<file path="src/rtl/pc_sequencer_if.sv">
// rtl/pc_sequencer_if.sv - decoder/LUT/imem bundle for the fetch-stage PC sequencer
interface pc_sequencer_if #(
  parameter int D  = 12,
  parameter int A  = 8,
  parameter int CW = 16
);
  logic          start;
  logic          stall;
  logic          branch;
  logic          cond;
  logic          call;
  logic          ret;
  logic          halt_req;
  logic [A-1:0]  lut_idx;
  logic [A-1:0]  lut_addr;
  logic [D-1:0]  lut_target;
  logic [D-1:0]  prog_ctr;
  logic          running;
  logic          done;
  logic          err;
  logic [CW-1:0] instr_cnt;

  modport master (
    output start, stall, branch, cond, call, ret, halt_req, lut_idx, lut_target,
    input  lut_addr, prog_ctr, running, done, err, instr_cnt
  );

  modport slave (
    input  start, stall, branch, cond, call, ret, halt_req, lut_idx, lut_target,
    output lut_addr, prog_ctr, running, done, err, instr_cnt
  );
endinterface

</file>
<file path="src/rtl/pc_sequencer.sv">
// rtl/pc_sequencer.sv - program counter sequencer with LUT branch, single-level call/return and halt
module pc_sequencer #(
  parameter int D        = 12,
  parameter int A        = 8,
  parameter int START_PC = 0,
  parameter int CW       = 16
) (
  input logic           clk,
  input logic           reset,
  pc_sequencer_if.slave bus
);
  typedef enum logic [1:0] {
    IDLE = 2'd0,
    RUN  = 2'd1,
    HALT = 2'd2
  } state_t;

  localparam logic [D-1:0] W_START = D'(START_PC);

  state_t        r_state, w_state_nxt;
  logic [D-1:0]  r_pc, w_pc_nxt;
  logic [D-1:0]  r_link, w_link_nxt;
  logic          r_link_valid, w_link_valid_nxt;
  logic          r_err, w_err_nxt;
  logic [CW-1:0] r_cnt, w_cnt_nxt;

  logic [D-1:0]  w_pc_inc;
  logic          w_pc_wraps;

  assign w_pc_inc   = r_pc + D'(1);
  assign w_pc_wraps = &r_pc;

  always_ff @(posedge clk or negedge reset) begin
    if (!reset) begin
      r_state      <= IDLE;
      r_pc         <= W_START;
      r_link       <= '0;
      r_link_valid <= 1'b0;
      r_err        <= 1'b0;
      r_cnt        <= '0;
    end else begin
      r_state      <= w_state_nxt;
      r_pc         <= w_pc_nxt;
      r_link       <= w_link_nxt;
      r_link_valid <= w_link_valid_nxt;
      r_err        <= w_err_nxt;
      r_cnt        <= w_cnt_nxt;
    end
  end

  always_comb begin
    w_state_nxt      = r_state;
    w_pc_nxt         = r_pc;
    w_link_nxt       = r_link;
    w_link_valid_nxt = r_link_valid;
    w_err_nxt        = r_err;
    w_cnt_nxt        = r_cnt;

    unique case (r_state)
      IDLE, HALT: begin
        // IDLE keeps its reset values pinned; HALT only reacts to start
        if (bus.start || (r_state == IDLE)) begin
          w_pc_nxt         = W_START;
          w_cnt_nxt        = '0;
          w_err_nxt        = 1'b0;
          w_link_valid_nxt = 1'b0;
        end
        if (bus.start) begin
          w_state_nxt = RUN;
        end
      end

      RUN: begin
        if (!bus.stall) begin
          if (r_cnt != '1) begin
            w_cnt_nxt = r_cnt + CW'(1);
          end

          if (bus.halt_req) begin
            w_state_nxt = HALT;
          end else if (bus.ret) begin
            if (r_link_valid) begin
              w_pc_nxt         = r_link;
              w_link_valid_nxt = 1'b0;
            end else begin
              w_pc_nxt  = w_pc_inc;
              w_err_nxt = 1'b1;
            end
          end else if (bus.call) begin
            // link wraps silently; only a PC increment wrap is an error
            w_link_nxt       = w_pc_inc;
            w_link_valid_nxt = 1'b1;
            w_pc_nxt         = bus.lut_target;
          end else if (bus.branch && bus.cond) begin
            w_pc_nxt = bus.lut_target;
          end else begin
            w_pc_nxt = w_pc_inc;
            if (w_pc_wraps) begin
              w_err_nxt = 1'b1;
            end
          end
        end
      end

      default: begin
        w_state_nxt = IDLE;
      end
    endcase
  end

  assign bus.lut_addr  = bus.lut_idx;
  assign bus.prog_ctr  = r_pc;
  assign bus.running   = (r_state == RUN);
  assign bus.done      = (r_state == HALT);
  assign bus.err       = r_err;
  assign bus.instr_cnt = r_cnt;
endmodule

</file>
<file path="src/flat_wrapper.sv">
// flat-port wrapper written by rule: the top's interface ports become plain ports
module pc_sequencer_flat 
#(
  parameter int D        = 12,
  parameter int A        = 8,
  parameter int START_PC = 0,
  parameter int CW       = 16
)
  (clk, reset, bus_start, bus_stall, bus_branch, bus_cond, bus_call, bus_ret, bus_halt_req, bus_lut_idx, bus_lut_target, bus_lut_addr, bus_prog_ctr, bus_running, bus_done, bus_err, bus_instr_cnt);
  pc_sequencer_if #(.D(D), .A(A), .CW(CW)) bus_i ();
  input logic clk;
  input logic reset;
  input wire logic [$bits(bus_i.start)-1:0] bus_start;
  input wire logic [$bits(bus_i.stall)-1:0] bus_stall;
  input wire logic [$bits(bus_i.branch)-1:0] bus_branch;
  input wire logic [$bits(bus_i.cond)-1:0] bus_cond;
  input wire logic [$bits(bus_i.call)-1:0] bus_call;
  input wire logic [$bits(bus_i.ret)-1:0] bus_ret;
  input wire logic [$bits(bus_i.halt_req)-1:0] bus_halt_req;
  input wire logic [$bits(bus_i.lut_idx)-1:0] bus_lut_idx;
  input wire logic [$bits(bus_i.lut_target)-1:0] bus_lut_target;
  output wire logic [$bits(bus_i.lut_addr)-1:0] bus_lut_addr;
  output wire logic [$bits(bus_i.prog_ctr)-1:0] bus_prog_ctr;
  output wire logic [$bits(bus_i.running)-1:0] bus_running;
  output wire logic [$bits(bus_i.done)-1:0] bus_done;
  output wire logic [$bits(bus_i.err)-1:0] bus_err;
  output wire logic [$bits(bus_i.instr_cnt)-1:0] bus_instr_cnt;
  assign bus_i.start = bus_start;
  assign bus_i.stall = bus_stall;
  assign bus_i.branch = bus_branch;
  assign bus_i.cond = bus_cond;
  assign bus_i.call = bus_call;
  assign bus_i.ret = bus_ret;
  assign bus_i.halt_req = bus_halt_req;
  assign bus_i.lut_idx = bus_lut_idx;
  assign bus_i.lut_target = bus_lut_target;
  assign bus_lut_addr = bus_i.lut_addr;
  assign bus_prog_ctr = bus_i.prog_ctr;
  assign bus_running = bus_i.running;
  assign bus_done = bus_i.done;
  assign bus_err = bus_i.err;
  assign bus_instr_cnt = bus_i.instr_cnt;
  pc_sequencer #(.D(D), .A(A), .START_PC(START_PC), .CW(CW)) u_core (.clk(clk), .reset(reset), .bus(bus_i));
endmodule
</file>
<file path="config.mk">
export PLATFORM = sky130hd
export DESIGN_NAME = pc_sequencer_flat
export DESIGN_NICKNAME = d
export VERILOG_FILES = /design/src/rtl/pc_sequencer_if.sv /design/src/rtl/pc_sequencer.sv /design/src/flat_wrapper.sv
export SDC_FILE = /design/constraint.sdc
export NUM_CORES = 1
export LEC_CHECK = 0
export CELL_PAD_IN_SITES_DETAIL_PLACEMENT = 1
export CELL_PAD_IN_SITES_GLOBAL_PLACEMENT = 1
export CORE_ASPECT_RATIO = 0.9
export CORE_MARGIN = 3
export CORE_UTILIZATION = 36
export DETAILED_ROUTE_END_ITERATION = 6
export HOLD_SLACK_MARGIN = 0.15
export PLACE_DENSITY_LB_ADDON = 0.1
export SYNTH_ARGS = -nofsm -noshare
export SYNTH_HDL_FRONTEND = slang
export SYNTH_SLANG_ARGS = --single-unit
</file>
<file path="constraint.sdc">
create_clock -name clk -period 2 [get_ports clk]
set_input_delay 0.4 -clock clk [delete_from_list [all_inputs] [get_ports clk]]
set_output_delay 0.4 -clock clk [all_outputs]
set_load 0.02 [all_outputs]
</file>
==> impl_metrics.py <==
metrics = {
    "route": {
        "vias": 2444,
        "wl_met1_mm": 3.97,
        "drtAntennaViolNets": 0,
        "initialDrtViolationCount": 93,
        "wl_per_cell_um": 17.1,
        "drt-total-wl_mm": 7.74,
        "wl_met3_um": 352,
        "wl_met2_mm": 3.37,
        "highest_layer": "met4",
        "viasPerCell": 5.40,
        "drtPass1Iterations": 4,
        "post-route-drc-count": 0,
    },
    "setup_path": {
        "critPathTopFamily": "buffers and inverters",
        "end_kind": "output port",
        "cp.buffers_inverters": 2,
        "path_class": "reg2out",
        "crit_chain": "or2b_4, inv_1, dlygate4sd2_1",
        "cp_slowest_cell": "dfrtp_1",
        "arrival_ns": 1.48,
        "required_ns": 1.60,
        "critical_path_peak_fanout": 4,
        "start_kind": "flip-flop",
        "max_stage_delay_ns": 0.42,
    },
    "status": {
        "status": "completed",
    },
    "floorplan": {
        "core-area_um2": 6730,
        "io_pins": 68,
        "die_area_um2": 8170,
        "initial_core_util": 0.381,
        "die_x_um": 94.9,
        "die_y_um": 86.0,
        "fp-row-count": 28,
    },
    "placed_design": {
        "place_hpwl_mm": 6.03,
        "pre_cts_ws_ns": -0.323,
        "port_buffers": 51,
        "place_congestion": 0.793,
    },
    "timing": {
        "final.min_clock_period_ns": 1.88,
        "fin_skew_ns": 0.00763,
        "finalCritPeriodShare": 0.941,
        "maxClockFrequency_mhz": 531,
        "hold_viol": 0,
        "rsz0062_at_grt": "no",
        "slew_viol_final": 0,
        "tns_ns": 0,
        "setup_viol": 0,
        "relSlewSlack": 0.649,
        "setup_slack_ns": 0.117,
        "tightest_slew_ns": 0.526,
    },
    "global_route": {
        "grt_pass1_vias": 2475,
        "antenna_found_initial": 0,
        "grt-ovfl-total": 0,
        "grt_use_total": 0.200,
        "grt_max_degree": 20,
        "grt_pass1_wl_mm": 12.8,
    },
    "clocking": {
        "cts-htree-levels": 2,
        "cts.path.max_buffers": 2,
        "cts.sinks": 44,
        "insertion_delay_ns": 0.31,
        "clk_pin_slew_worst_paths_ns": 0.09,
        "cts_inserted_buffers": 5,
        "cts_tree": "done",
        "cts_root_buffer": "clkbuf_8",
        "cts_setup_buffers": 0,
    },
    "power_and_ir_drop": {
        "p_seq_frac": 0.386,
        "power.leakage_nw": 1.42,
        "p_int_w": 0.00197,
        "combPwrFrac": 0.385,
        "pwr_density_cell_nw_per_um2": 901,
        "pwr-share-clk": 0.229,
        "power.share.switching": 0.367,
        "p_sw_w": 0.00115,
        "ir_drop_mv": 0.434,
    },
    "synth": {
        "yosysSeqAreaShare": 0.430,
        "synthCells": 284,
        "synth_nets": 315,
        "async_flop_share": 1.00,
        "synth-edff-count": 0,
        "yosys_warnings": 0,
        "synthFlopType": "dfrtp_1",
        "ys_seq_elements": 44,
        "syn_area_um2": 2560,
        "syn_avg_cell_area_um2": 9.02,
        "ys_types": 57,
    },
    "layout": {
        "diodes": 0,
        "syn_to_final_growth_pct": 35.2,
        "fillers": 824,
        "nets": 393,
        "drive_gt1_frac": 0.157,
    },
    "min_path": {
        "hp-class": "reg2reg",
    },
    "run": {
        "maxCapViolCount": 0,
    },
}
## kinds of logic (layout without fill, tap and decap cells)
| logic type | count (synthesis) | in the layout | share of synthesized area |
|---|---|---|---|
| and+or+nand+nor | 109 | 109 | 0.228 |
| muxes | 4 | 4 | 0.0171 |
| xor gates and xnor gates | 20 | 20 | 0.0684 |
| adders and majority gates | 2 | 2 | 0.00976 |
| AOI/OAI and AO/OA | 80 | 80 | 0.195 |
| DFF | 44 | 44 | 0.430 |
| buffers and inverters | 25 | 104 | 0.0527 |
## state kept, by name (all words and copies together), names as in the netlist
register              count
u_core.r_link            12
u_core.bus.err            1
u_core.r_link_valid       1
u_core.bus.instr_cnt     16
u_core.r_state            2
u_core.bus.prog_ctr      12
## worst min-delay path, cell delays in order, from the launching register on
cell     delay [ns]
dfrtp_1        0.36
nand2_1        0.05
o21ai_0        0.05
## timing repair
action / CTS / global route
endpoints found under the setup margin: 3 / 1
hold buffers: 1 / 0
resized for setup: 3 / 1
endpoints found under the hold margin: 17 / 0
## synth_stat cells, types with 4 or more instances
cell	instances	area, um2
a211oi_1	4	30.0
o31ai_1	4	30.0
inv_1	8	30.0
dfrtp_1	44	1100
nand4_1	5	31.3
xnor2_1	16	140
o21ai_0	34	170
buf_4	8	60.1
a21oi_1	15	75.1
nand2_1	31	116
nand3_1	8	40.0
nor3_1	13	65.1
xor2_1	4	35.0
nor2_1	23	86.3
clkbuf_1	5	18.8
## cell usage in the layout, fill, tap and decap left out, types with 8 or more instances in the layout
cell type        Yosys  routed
nor2_1              23      23
clkdlybuf4s50_1      0      47
nor3_1              13      13
buf_4                8      36
xnor2_1             16      16
nand2_1             31      31
o21ai_0             34      34
a21oi_1             15      15
inv_1                8       8
dfrtp_1             44      43
nand3_1              8       8
## area by class of cell
type	count	area (um2)	area share
clock buffers	5	68.8	0.0199
repair buffers	88	782	0.226
flip-flops and latches	44	1100	0.318
well taps	90	113	0.0325
inverters	8	30.0	0.00867
multi-input cells	215	1330	0.383
clock inverters	3	42.5	0.0123
## layer usage
metal	up-vias	global-route usage
met2	65	0.297
li1	1175	-
met1	1195	0.305
met3	9	0.0430
met4	0	0.0262
met5	-	0
## metrics by stage
| stage | total power, W | cell area [um2] | utilization | hold WS [ns] | instances |
|---|---|---|---|---|---|
| 4_1_cts | 0.00313 | 3460 | 0.515 | 0.496 | 453 |
| 3_5_place_dp | 0.00243 | 3350 | 0.497 | 0.380 | 444 |
| 5_1_grt | 0.00330 | 3460 | 0.515 | 0.525 | 453 |
| 2_1_floorplan | 0.00183 | 2560 | - | 0.104 | 284 |
| 3_3_place_gp | 0.00240 | 3350 | 0.497 | 0.374 | 444 |
| 6_report | 0.00312 | 3460 | 0.515 | 0.494 | 453 |
## worst paths after layout
check | endpoint | from | depth (start not counted) | slack (ns)
max reg2reg | u_core.bus.prog_ctr[6] | u_core.bus.prog_ctr[1] | 6 | 0.20
max | bus_running | u_core.r_state[1] | 3 | 0.12
min | u_core.r_link[0] | u_core.r_link[0] | 2 | 0.49
min in group asynchronous | u_core.bus.prog_ctr[3] | reset | 2 | 0.57
max in group asynchronous | u_core.r_state[0] | reset | 3 | 0.85
min reg2reg | u_core.r_link[0] | u_core.r_link[0] | 2 | 0.49
## power groups by stage
stage               clock network, W  logic [W]  registers, W
global route                0.000759    0.00131       0.00123
finish                      0.000714    0.00120       0.00120
floorplan                          0   0.000575       0.00126
CTS                         0.000722    0.00121       0.00120
detailed placement                 0    0.00121       0.00122
global placement                   0    0.00118       0.00121
Note: power is estimated with default switching activity, not from simulation.
